**config.mk**
```make
export PLATFORM = sky130hd
export DESIGN_NAME = mips_mc_ctrl
export DESIGN_NICKNAME = d
export VERILOG_FILES = /design/src/rtl/mips_mc_ctrl_pkg.sv /design/src/rtl/mips_mem_wait_timer.sv /design/src/rtl/mips_mc_ctrl.sv
export SDC_FILE = /design/constraint.sdc
export NUM_CORES = 1
export LEC_CHECK = 0
export CORE_MARGIN = 2
export CORE_UTILIZATION = 45
export DETAILED_ROUTE_END_ITERATION = 10
export GPL_TIMING_DRIVEN = 1
export PLACE_DENSITY = 0.86
export RECOVER_POWER = 100
export SLEW_MARGIN = 40
export SYNTH_ARGS = -nofsm -noshare
export SYNTH_HDL_FRONTEND = slang
export SYNTH_SLANG_ARGS = --single-unit
```
**constraint.sdc**
```tcl
create_clock -name clk -period 2.5 [get_ports clk]
set_input_delay 0.75 -clock clk [delete_from_list [all_inputs] [get_ports clk]]
set_output_delay 0.75 -clock clk [all_outputs]
set_load 0.005 [all_outputs]
```
**src/rtl/mips_mc_ctrl_pkg.sv**
```systemverilog
// Shared encodings for the multi-cycle MIPS controller: FSM states, datapath
// select codes, trap causes and the opcodes the controller dispatches on.
package mips_ctrl_pkg;

    typedef enum logic [3:0] {
        S_IDLE     = 4'd0,
        S_FETCH    = 4'd1,
        S_DECODE   = 4'd2,
        S_MEMADR   = 4'd3,
        S_MEMRD    = 4'd4,
        S_MEMWB    = 4'd5,
        S_MEMWR    = 4'd6,
        S_RTYPE_EX = 4'd7,
        S_RTYPE_WB = 4'd8,
        S_BRANCH   = 4'd9,
        S_IMM_EX   = 4'd10,
        S_IMM_WB   = 4'd11,
        S_JUMP     = 4'd12,
        S_TRAP     = 4'd13
    } state_e;

    localparam logic [2:0] ALU_ADD   = 3'b000;
    localparam logic [2:0] ALU_SUB   = 3'b001;
    localparam logic [2:0] ALU_OR    = 3'b010;
    localparam logic [2:0] ALU_FUNCT = 3'b111;

    localparam logic [1:0] SRCB_RT     = 2'b00;
    localparam logic [1:0] SRCB_FOUR   = 2'b01;
    localparam logic [1:0] SRCB_IMM    = 2'b10;
    localparam logic [1:0] SRCB_IMM_SH = 2'b11;

    localparam logic [1:0] PC_ALU    = 2'b00;
    localparam logic [1:0] PC_ALUOUT = 2'b01;
    localparam logic [1:0] PC_JUMP   = 2'b10;

    localparam logic [1:0] CAUSE_NONE    = 2'b00;
    localparam logic [1:0] CAUSE_ILLEGAL = 2'b01;
    localparam logic [1:0] CAUSE_TIMEOUT = 2'b10;

    localparam logic [5:0] OP_RTYPE = 6'h00;
    localparam logic [5:0] OP_J     = 6'h02;
    localparam logic [5:0] OP_BEQ   = 6'h04;
    localparam logic [5:0] OP_BNE   = 6'h05;
    localparam logic [5:0] OP_ADDI  = 6'h08;
    localparam logic [5:0] OP_ORI   = 6'h0D;
    localparam logic [5:0] OP_LW    = 6'h23;
    localparam logic [5:0] OP_SW    = 6'h2B;

    // States that sit on the memory handshake and are covered by the timeout.
    function automatic logic is_wait_state(input state_e s);
        return (s == S_FETCH) || (s == S_MEMRD) || (s == S_MEMWR);
    endfunction

endpackage

```
**src/rtl/mips_mem_wait_timer.sv**
```systemverilog
// Counts stalled cycles of a memory access and flags a timeout when the
// MEM_TIMEOUT-th consecutive stall cycle occurs (MEM_TIMEOUT = 0 disables it).
module mips_mem_wait_timer #(
    parameter int unsigned MEM_TIMEOUT = 255
) (
    input  logic clk,
    input  logic reset_n,
    input  logic active_i,
    input  logic mem_ready_i,
    output logic timeout_o
);
    localparam int unsigned CW = (MEM_TIMEOUT < 2) ? 1 : $clog2(MEM_TIMEOUT + 1);
    localparam logic [CW-1:0] LIMIT = (MEM_TIMEOUT == 0) ? '0 : CW'(MEM_TIMEOUT - 1);

    logic [CW-1:0] cnt_q;

    // Clearing whenever no access is pending or one completes means the count
    // is always zero on entry to the next wait state.
    always_ff @(posedge clk or negedge reset_n) begin
        if (!reset_n)
            cnt_q <= '0;
        else if (!active_i || mem_ready_i)
            cnt_q <= '0;
        else if (cnt_q != LIMIT)
            cnt_q <= cnt_q + CW'(1);
    end

    assign timeout_o = (MEM_TIMEOUT != 0) && active_i && !mem_ready_i && (cnt_q == LIMIT);

endmodule

```
**src/rtl/mips_mc_ctrl.sv**
```systemverilog
// Multi-cycle MIPS control FSM. Outputs are decoded from the current state.
// Optional build macro MIPS_MC_PERF_EN adds cycle_count/retire_count outputs.
module mips_mc_ctrl
    import mips_ctrl_pkg::*;
#(
    parameter int unsigned MEM_TIMEOUT = 255,
    parameter int unsigned PERF_W      = 32
) (
    input  logic        clk,
    input  logic        reset_n,
    input  logic [5:0]  opcode,
    input  logic [5:0]  funct,
    input  logic        alu_zero,
    input  logic        mem_ready,
    output logic        pc_write,
    output logic        ir_write,
    output logic        iord,
    output logic        mem_read,
    output logic        mem_write,
    output logic        ext_sel,
    output logic        alu_src_a,
    output logic [1:0]  alu_src_b,
    output logic [2:0]  alu_op,
    output logic [1:0]  pc_src,
    output logic        reg_write,
    output logic        reg_dst,
    output logic        mem_to_reg,
    output logic        trap,
    output logic [1:0]  trap_cause,
    output logic [3:0]  state
`ifdef MIPS_MC_PERF_EN
    ,
    output logic [PERF_W-1:0] cycle_count,
    output logic [PERF_W-1:0] retire_count
`endif
);
    if (PERF_W < 1) begin : g_perf_w_chk
        $error("PERF_W must be at least 1");
    end

    state_e     state_q;
    logic [1:0] cause_q;
    logic       timeout;

    // funct is decoded by the ALU control, not here.
    logic unused_funct;
    assign unused_funct = ^funct;

    mips_mem_wait_timer #(.MEM_TIMEOUT(MEM_TIMEOUT)) u_wait (
        .clk        (clk),
        .reset_n    (reset_n),
        .active_i   (is_wait_state(state_q)),
        .mem_ready_i(mem_ready),
        .timeout_o  (timeout)
    );

    always_ff @(posedge clk or negedge reset_n) begin
        if (!reset_n) begin
            state_q <= S_IDLE;
            cause_q <= CAUSE_NONE;
        end else begin
            case (state_q)
                S_IDLE:   state_q <= S_FETCH;
                S_FETCH: begin
                    if (mem_ready) state_q <= S_DECODE;
                    else if (timeout) begin
                        state_q <= S_TRAP;
                        cause_q <= CAUSE_TIMEOUT;
                    end
                end
                S_DECODE: begin
                    case (opcode)
                        OP_RTYPE:        state_q <= S_RTYPE_EX;
                        OP_LW, OP_SW:    state_q <= S_MEMADR;
                        OP_BEQ, OP_BNE:  state_q <= S_BRANCH;
                        OP_ADDI, OP_ORI: state_q <= S_IMM_EX;
                        OP_J:            state_q <= S_JUMP;
                        default: begin
                            state_q <= S_TRAP;
                            cause_q <= CAUSE_ILLEGAL;
                        end
                    endcase
                end
                S_MEMADR: state_q <= (opcode == OP_SW) ? S_MEMWR : S_MEMRD;
                S_MEMRD, S_MEMWR: begin
                    if (mem_ready) state_q <= (state_q == S_MEMRD) ? S_MEMWB : S_FETCH;
                    else if (timeout) begin
                        state_q <= S_TRAP;
                        cause_q <= CAUSE_TIMEOUT;
                    end
                end
                S_RTYPE_EX: state_q <= S_RTYPE_WB;
                S_IMM_EX:   state_q <= S_IMM_WB;
                S_MEMWB, S_RTYPE_WB, S_BRANCH, S_IMM_WB, S_JUMP: state_q <= S_FETCH;
                S_TRAP:     state_q <= S_TRAP;
                default:    state_q <= S_IDLE;
            endcase
        end
    end

    always_comb begin
        pc_write   = 1'b0;
        ir_write   = 1'b0;
        iord       = 1'b0;
        mem_read   = 1'b0;
        mem_write  = 1'b0;
        ext_sel    = 1'b0;
        alu_src_a  = 1'b0;
        alu_src_b  = SRCB_RT;
        alu_op     = ALU_ADD;
        pc_src     = PC_ALU;
        reg_write  = 1'b0;
        reg_dst    = 1'b0;
        mem_to_reg = 1'b0;
        case (state_q)
            S_FETCH: begin
                mem_read  = 1'b1;
                alu_src_b = SRCB_FOUR;
                pc_write  = mem_ready;
                ir_write  = mem_ready;
            end
            S_DECODE: alu_src_b = SRCB_IMM_SH;
            S_MEMADR: begin
                alu_src_a = 1'b1;
                alu_src_b = SRCB_IMM;
            end
            S_MEMRD: begin
                mem_read = 1'b1;
                iord     = 1'b1;
            end
            S_MEMWB: begin
                reg_write  = 1'b1;
                mem_to_reg = 1'b1;
            end
            S_MEMWR: begin
                mem_write = 1'b1;
                iord      = 1'b1;
            end
            S_RTYPE_EX: begin
                alu_src_a = 1'b1;
                alu_op    = ALU_FUNCT;
            end
            S_RTYPE_WB: begin
                reg_write = 1'b1;
                reg_dst   = 1'b1;
            end
            S_BRANCH: begin
                alu_src_a = 1'b1;
                alu_op    = ALU_SUB;
                pc_src    = PC_ALUOUT;
                pc_write  = ((opcode == OP_BEQ) && alu_zero) || ((opcode == OP_BNE) && !alu_zero);
            end
            S_IMM_EX: begin
                alu_src_a = 1'b1;
                alu_src_b = SRCB_IMM;
                if (opcode == OP_ORI) begin
                    alu_op  = ALU_OR;
                    ext_sel = 1'b1;
                end
            end
            S_IMM_WB: reg_write = 1'b1;
            S_JUMP: begin
                pc_write = 1'b1;
                pc_src   = PC_JUMP;
            end
            default: ;
        endcase
    end

    assign trap       = (state_q == S_TRAP);
    assign trap_cause = cause_q;
    assign state      = state_q;

`ifdef MIPS_MC_PERF_EN
    logic [PERF_W-1:0] cyc_q, ret_q;
    logic              retire;

    // A store retires only when its write handshake completes.
    assign retire = (state_q inside {S_MEMWB, S_RTYPE_WB, S_BRANCH, S_IMM_WB, S_JUMP})
                 || ((state_q == S_MEMWR) && mem_ready);

    always_ff @(posedge clk or negedge reset_n) begin
        if (!reset_n) begin
            cyc_q <= '0;
            ret_q <= '0;
        end else begin
            if (state_q != S_IDLE && state_q != S_TRAP) cyc_q <= cyc_q + PERF_W'(1);
            if (retire) ret_q <= ret_q + PERF_W'(1);
        end
    end

    assign cycle_count  = cyc_q;
    assign retire_count = ret_q;
`endif

endmodule

```
; ---- Yosys cells after proc, flatten, opt, wreduce, memory -nomap -nowiden
; Cells that the tools add are included.
[totals]
register_bits = 14
inputBits = 16
[op_classes]
addsub = 1
n_eq_ne = 25
n_mux = 28
reduce_logical = 27
[ops]
columns = cell, n
row1 = 4-bit case mux with 8 select lines, 1
row2 = "4-bit equality test, second input constant", 6
row3 = 4-bit case mux with 5 select lines, 1
row4 = "4-bit by 3-bit equality test with 1-bit output, second input constant", 4
row5 = 8-bit two-way mux, 2
row6 = "6-bit by 3-bit equality test with 1-bit output, second input constant", 2
row7 = "6-bit by 4-bit equality test with 1-bit output, second input constant", 2
row8 = "6-bit equality test, second input constant", 2
row9 = 4-bit two-way mux, 3
row10 = 2-bit OR reduction, 6
row11 = 1-bit two-way mux, 10
row12 = 2-bit two-way mux, 5
row13 = 3-bit case mux with 3 select lines, 1
row14 = "8-bit by 1-bit adder with 8-bit output, second input constant", 1
row15 = "4-bit by 2-bit equality test with 1-bit output, second input constant", 2
row16 = "8-bit equality test, second input constant", 1
row17 = "8-bit inequality test, second input constant", 1
row18 = 2-bit case mux with 2 select lines, 2
row19 = 8-bit OR reduction, 1
row20 = "6-bit by 2-bit equality test with 1-bit output, second input constant", 1
row21 = 6-bit logical NOT, 1
row22 = 2-bit case mux with 3 select lines, 1
row23 = 3-bit OR reduction, 2
row24 = 6-bit OR reduction, 1
row25 = other kinds (12), 22

; ---- Longest topological paths before layout
; Gate-level depths: netlist of the first run.
[depth]
ltp_word = 8
ltp_mapped = 6
ltp_nobuf = 6

; ---- By module
; From an unflattened synthesis of the first run, not the netlist that was laid out.
[hier_totals]
cells_unflattened = 163
hier_area_um2 = 1333.8
[modules_own_cells]
columns = mod, instances, cells_per_inst, area_each_um2, seq_area_each_um2
row1 = mips_mc_ctrl, 1, 116, 867.1, 150.1
row2 = mips_mem_wait_timer, 1, 47, 466.7, 200.2

; ---- Worst setup path before layout of the first run
; Ideal clock, no wire load.
[synth_path]
path_kind = input to output
start = input port opcode[2]
end = output port alu_op[1]
arrival_ns = 1.751
required_ns = 1.750
slack_ns = -0.001
stages = 4
cell_sequence = clkbuf_1 > nand4b_1 > nor4_1 > nand2b_1
[synth_between]
elab_chain_len = 3
[synth_lines]
columns = element, line_no
row1 = from (decl), mips_mc_ctrl.sv:11  ; input logic [5:0] opcode,
row2 = 6-bit by 4-bit equality test with 1-bit output, mips_mc_ctrl.sv:156  ; if (opcode == OP_ORI) begin
row3 = 2-bit two-way mux, mips_mc_ctrl.sv:156
row4 = 3-bit case mux with 3 select lines, mips_mc_ctrl.sv:115  ; case (state_q)
row5 = to (decl), mips_mc_ctrl.sv:23  ; output logic [2:0] alu_op,
; Every way passes these cells.

; ---- Final worst setup path of the first run
[layout_path]
start = register state_q[0], in the netlist state[0]
end = output port mem_write
[layout_between]
elab_chain_len = 2
[layout_lines]
columns = element, line_no
row1 = from (decl), mips_mc_ctrl.sv:41  ; state_e state_q;
row2 = from (signal assigned), mips_mc_ctrl.sv:84  ; S_MEMADR: state_q <= (opcode == OP_SW) ? S_MEMWR : S_MEMRD;
row3 = from (signal assigned), mips_mc_ctrl.sv:86  ; if (mem_ready) state_q <= (state_q == S_MEMRD) ? S_MEMWB : S_FETCH;
row4 = 4-bit by 3-bit equality test with 1-bit output, mips_mc_ctrl.sv:115
row5 = 1-bit two-way mux, mips_mc_ctrl.sv:115
row6 = to (decl), mips_mc_ctrl.sv:19  ; output logic mem_write,
; Every way passes these cells.

==> results of run 1 <==
power by group through the flow:
stage | Clock, mW | Combinational [mW] | Sequential (mW)
after detailed placement | 0 | 0.868 | 0.339
after global placement | 0 | 0.836 | 0.335
after CTS | 0.129 | 0.896 | 0.339
after floorplan | 0 | 0.459 | 0.328
after global routing | 0.143 | 0.989 | 0.349
final | 0.123 | 0.914 | 0.343
kinds of logic after synthesis:
kind of cell,count (synthesis)
compound gates,41
buf+inv,14
simple gates,66
flops,14
xor+xnor,8
mux,1
fa+ha+maj,2
metrics by stage:
| stage | util | setup slack (ns) | power (mW) |
|---|---|---|---|
| after floorplan | - | 0.134 | 0.787 |
| after global placement | 0.643 | -0.727 | 1.17 |
| after detailed placement | 0.643 | -0.791 | 1.21 |
| after CTS | 0.670 | -0.00159 | 1.36 |
| after global routing | 0.680 | -0.0427 | 1.48 |
| final | 0.680 | 0.0269 | 1.38 |
sequential cells by signal, indices dropped and copies added, names as in the netlist:
signal and count:
state 4, trap_cause 2, u_wait.cnt_q 8
repair_timing:
action / CTS / global route
cloned: 0 / 0
pin swaps: 5 / 4
buffers inserted: 3 / 2
gates resized for setup: 37 / 12
setup endpoints to repair: 13 / 12
placed cells by master, fill, tap and decap left out, types with 4 or more instances in the layout:
| master | n |
|---|---|
| sky130_fd_sc_hd__a21oi_1 | 5 |
| sky130_fd_sc_hd__buf_4 | 16 |
| sky130_fd_sc_hd__xnor2_1 | 4 |
| sky130_fd_sc_hd__o21ai_0 | 13 |
| sky130_fd_sc_hd__nor2_1 | 18 |
| sky130_fd_sc_hd__dlymetal6s2s_1 | 4 |
| sky130_fd_sc_hd__dfrtp_1 | 11 |
| sky130_fd_sc_hd__nand3_1 | 5 |
| sky130_fd_sc_hd__nand2b_1 | 5 |
| sky130_fd_sc_hd__xor2_1 | 4 |
| sky130_fd_sc_hd__nor3_1 | 5 |
| sky130_fd_sc_hd__nand2_1 | 9 |
| sky130_fd_sc_hd__dlygate4sd2_1 | 6 |
| sky130_fd_sc_hd__dlygate4sd3_1 | 4 |
| sky130_fd_sc_hd__clkdlybuf4s50_1 | 13 |
worst paths after layout:
check,endpoint,slack [ns],start,depth (start not counted)
max in group asynchronous,state[2],1.12,reset_n,1
hold reg to reg,trap_cause[1],0.49,trap_cause[1],1
hold / removal,trap_cause[1],0.49,trap_cause[1],1
setup reg to reg,state[1],0.55,state[1],5
setup / recovery,mem_write,0.03,state[0],4
min in group asynchronous,u_wait.cnt_q[6],0.94,reset_n,1
metal layers:
metal,up-vias,track usage,part of all wire
li1,622,-,-
met1,596,0.264,0.40
met2,62,0.427,0.50
met3,12,0.0296,0.073
met4,0,0.138,0.027
met5,-,0,0
area by class of cell:
cell class                 count  area, um2  area share
sequential                    14        354       0.210
tap                           30       37.5      0.0223
multi-input combinational    118        805       0.477
clock buffer                   3       22.5      0.0134
inverter                       3       11.3     0.00668
timing repair buffer          52        455       0.270
==> metrics.sh, run 1 <==
SYNTH_XOR_AREA_FRAC=0.0600
START_UTIL=0.472
FIN_WORST_SKEW_NS=0.00247
HOLDCRITPATHCLASS='reg -> reg'
DRT_PRE_ANTENNA_ITERS=5
FLOORPLAN.DIE.HEIGHT_UM=55.0
FLOORPLAN.IO_PINS=40
DETAIL-ROUTE-ANTENNA-NETS=0
MAXCAPVIOLCOUNT=0
MAIN_COMBINATIONAL_CELL_FAMILY_BY_AREA_AFTER_SYNTHESIS='simple AND/OR/NAND/NOR gates'
POSTSYNTH.ASYNCRESETSHARE=1.00
DPL-INSTANCE-AREA_UM2=1590
FIN_HOLD_VIOLS=0
FILLERS=199
POWER.SWITCHING_FRACTION=0.423
SYNTH.FF_LATCH_COUNT=14
DETAILROUTE.VIA_COUNT=1292
YOSYS.AREA.TOP_TYPE_SHARE=0.300
BUFFER_PORTS.INSERTED=33
SYNTH-SIMPLE-AREA-SHARE=0.305
CLOCK_LATENCY_ON_THE_WORST_SKEW_PAIR_NS=0.27
COMPOUND_CELL_AREA_SHARE_OF_THE_YOSYS_NETLIST=0.248
NUMBER_OF_GLOBAL_ROUTE_VIAS_BEFORE_REPAIR=1207
HOLD_SLACK_NS=0.493
HTREE_LEVELS=1
CLKPWRFRAC=0.089
SHARE_COMB_OF_TOTAL_POWER=0.662
SYN2LAYOUT_AREA_GROWTH_PCT=44.2
COUNT_OF_FLIP_FLOPS_WITH_A_BUILT_IN_ENABLE_AFTER_SYNTHESIS=0
SYNTH_AREA_LEADER_CELL='sky130_fd_sc_hd__dfrtp_1'
SLEW_HEADROOM=0.570
INTPOWER_uW=797
GRT_USAGE=0.236
CP_MAX_FO=5
DETAILEDPLACEMENTHPWL_UM=2440
CRIT_ARRIVAL_NS=1.72
VIAS_PER_CELL=5.87
FINAL_LAYOUT_SIZE_SUFFIX_GT1_FRAC=0.232
SYN_NETS=164
MUXSHAREOFSYNTHAREA=0.00857
POSTROUTEWIRELENGTH_UM=3470
ROOT_BUFFER='sky130_fd_sc_hd__clkbuf_4'
SYN_AREA_PER_CELL_UM2=8.00
CTS.PATH.MAX_BUFFERS=2
FLOORPLAN.CORE_AREA_UM2=2480
POST-ROUTE-PERIOD-UTIL=0.989
WORST-ENDPOINT-REQUIRED_NS=1.75
SETUP_CRIT_PATH_KIND='reg -> out'
MAX_FREQ_MHz=404
ANTENNA_VIOLATIONS_BEFORE_REPAIR=0
TIMING.CRITICAL_PATH.TO_TYPE='output pin'
NUM_ANTENNA_CELLS=0
WORST_SETUP_PATH_START_KIND='register'
POST_SYNTH_MAIN_AREA_CONTRIBUTORS='sky130_fd_sc_hd__dfrtp_1, sky130_fd_sc_hd__nor2_1, sky130_fd_sc_hd__o21ai_0, sky130_fd_sc_hd__nand2b_1, sky130_fd_sc_hd__xnor2_1'
POST_CTS_HOLD_BUFFER_COUNT=0
CLOCK_TREE_FROM_TRITONCTS='yes'
CTS-BUFFERS-INSERTED=3
DIE_AREA_UM2=3020
NETSWITCHINGPOWER_uW=584
CLK_PIN_SLEW_NS=0.08
SYNTH-MAIN-FF-CELL='sky130_fd_sc_hd__dfrtp_1'
SEQ_POWER_SHARE=0.249
TIMING.FINAL.MAX_SLEW_VIOLATIONS=0
VDD.IR_DROP.WORST_mV=0.699
ROW_COUNT=18
DRC=0
FINAL_CELLS=220
CRIT_BUF_INV=2
DIE_W_UM=55.0
TNS_NS=0
TIMING_WORST_SLEW_PIN_VALUE_NS=0.643
GRT.OVERFLOW.TOTAL=0
RUN_STATUS='finished clean'
LARGEST_NET_DEGREE_AT_THE_START_OF_GLOBAL_ROUTING=19
POWERDENSITY_nW_PER_UM2=819
YOSYSSEQAREASHARE=0.300
SYNTH_COMMONEST_CELLS='sky130_fd_sc_hd__nor2_1, sky130_fd_sc_hd__dfrtp_1, sky130_fd_sc_hd__o21ai_0'
SYNTH.MOST_COMMON_CELL='sky130_fd_sc_hd__nor2_1'
CP_TOP_FAMILY='buffers and inverters'
NUM-NETS-FINAL=210
TIMING.CRITICAL_PATH.CELLS='nand2b_1 > buf_4 > nor2_1 > clkdlybuf4s50_1'
RSZ0062_AT_GRT='yes'
STATIC-LEAKAGE-POWER_nW=0.750
TIMING.FINAL.SETUP_VIOLATIONS=0
WL_PER_CELL_UM=15.8
FINISH.INSTANCE_AREA_UM2=1690
TIMING.CRITICAL_PATH.SLOWEST_STAGE_CELL='sky130_fd_sc_hd__clkdlybuf4s50_1'
FINALWEIGHTEDCONGESTION=0.862
NUMCLOCKSINKS=14
LAYOUT_MIN_CYCLE_TIME_NS=2.47
MAPPEDNETLISTAREA_UM2=1170
POST_SYNTH_FA_HA_MAJ_AREA_FRACTION=0.0214
YOSYS_WARNINGS=0
NUMBER_OF_PLACED_INSTANCES_TAPS_INCLUDED=213
NETLIST-CELL-TYPE-COUNT=47
POST_SYNTH_INST_COUNT=146
DRT_ITER0_MARKERS=39
GLOBAL_ROUTE_WIRE_LENGTH_BEFORE_REPAIR_UM=5190
MAX_STAGE_DELAY_NS=0.52
Note: power is estimated with default switching activity, not from simulation.
==> run 2: changes to the inputs <==
--- a/config.mk
+++ b/config.mk
@@ -5,6 +5,7 @@
 export SDC_FILE = /design/constraint.sdc
 export NUM_CORES = 1
 export LEC_CHECK = 0
+export ABC_CLOCK_PERIOD_IN_PS = 2500
 export CORE_MARGIN = 2
 export CORE_UTILIZATION = 45
 export DETAILED_ROUTE_END_ITERATION = 10
==> results of run 2 <==
No change in the layout: final DEF, timing and power equal those of run 1.
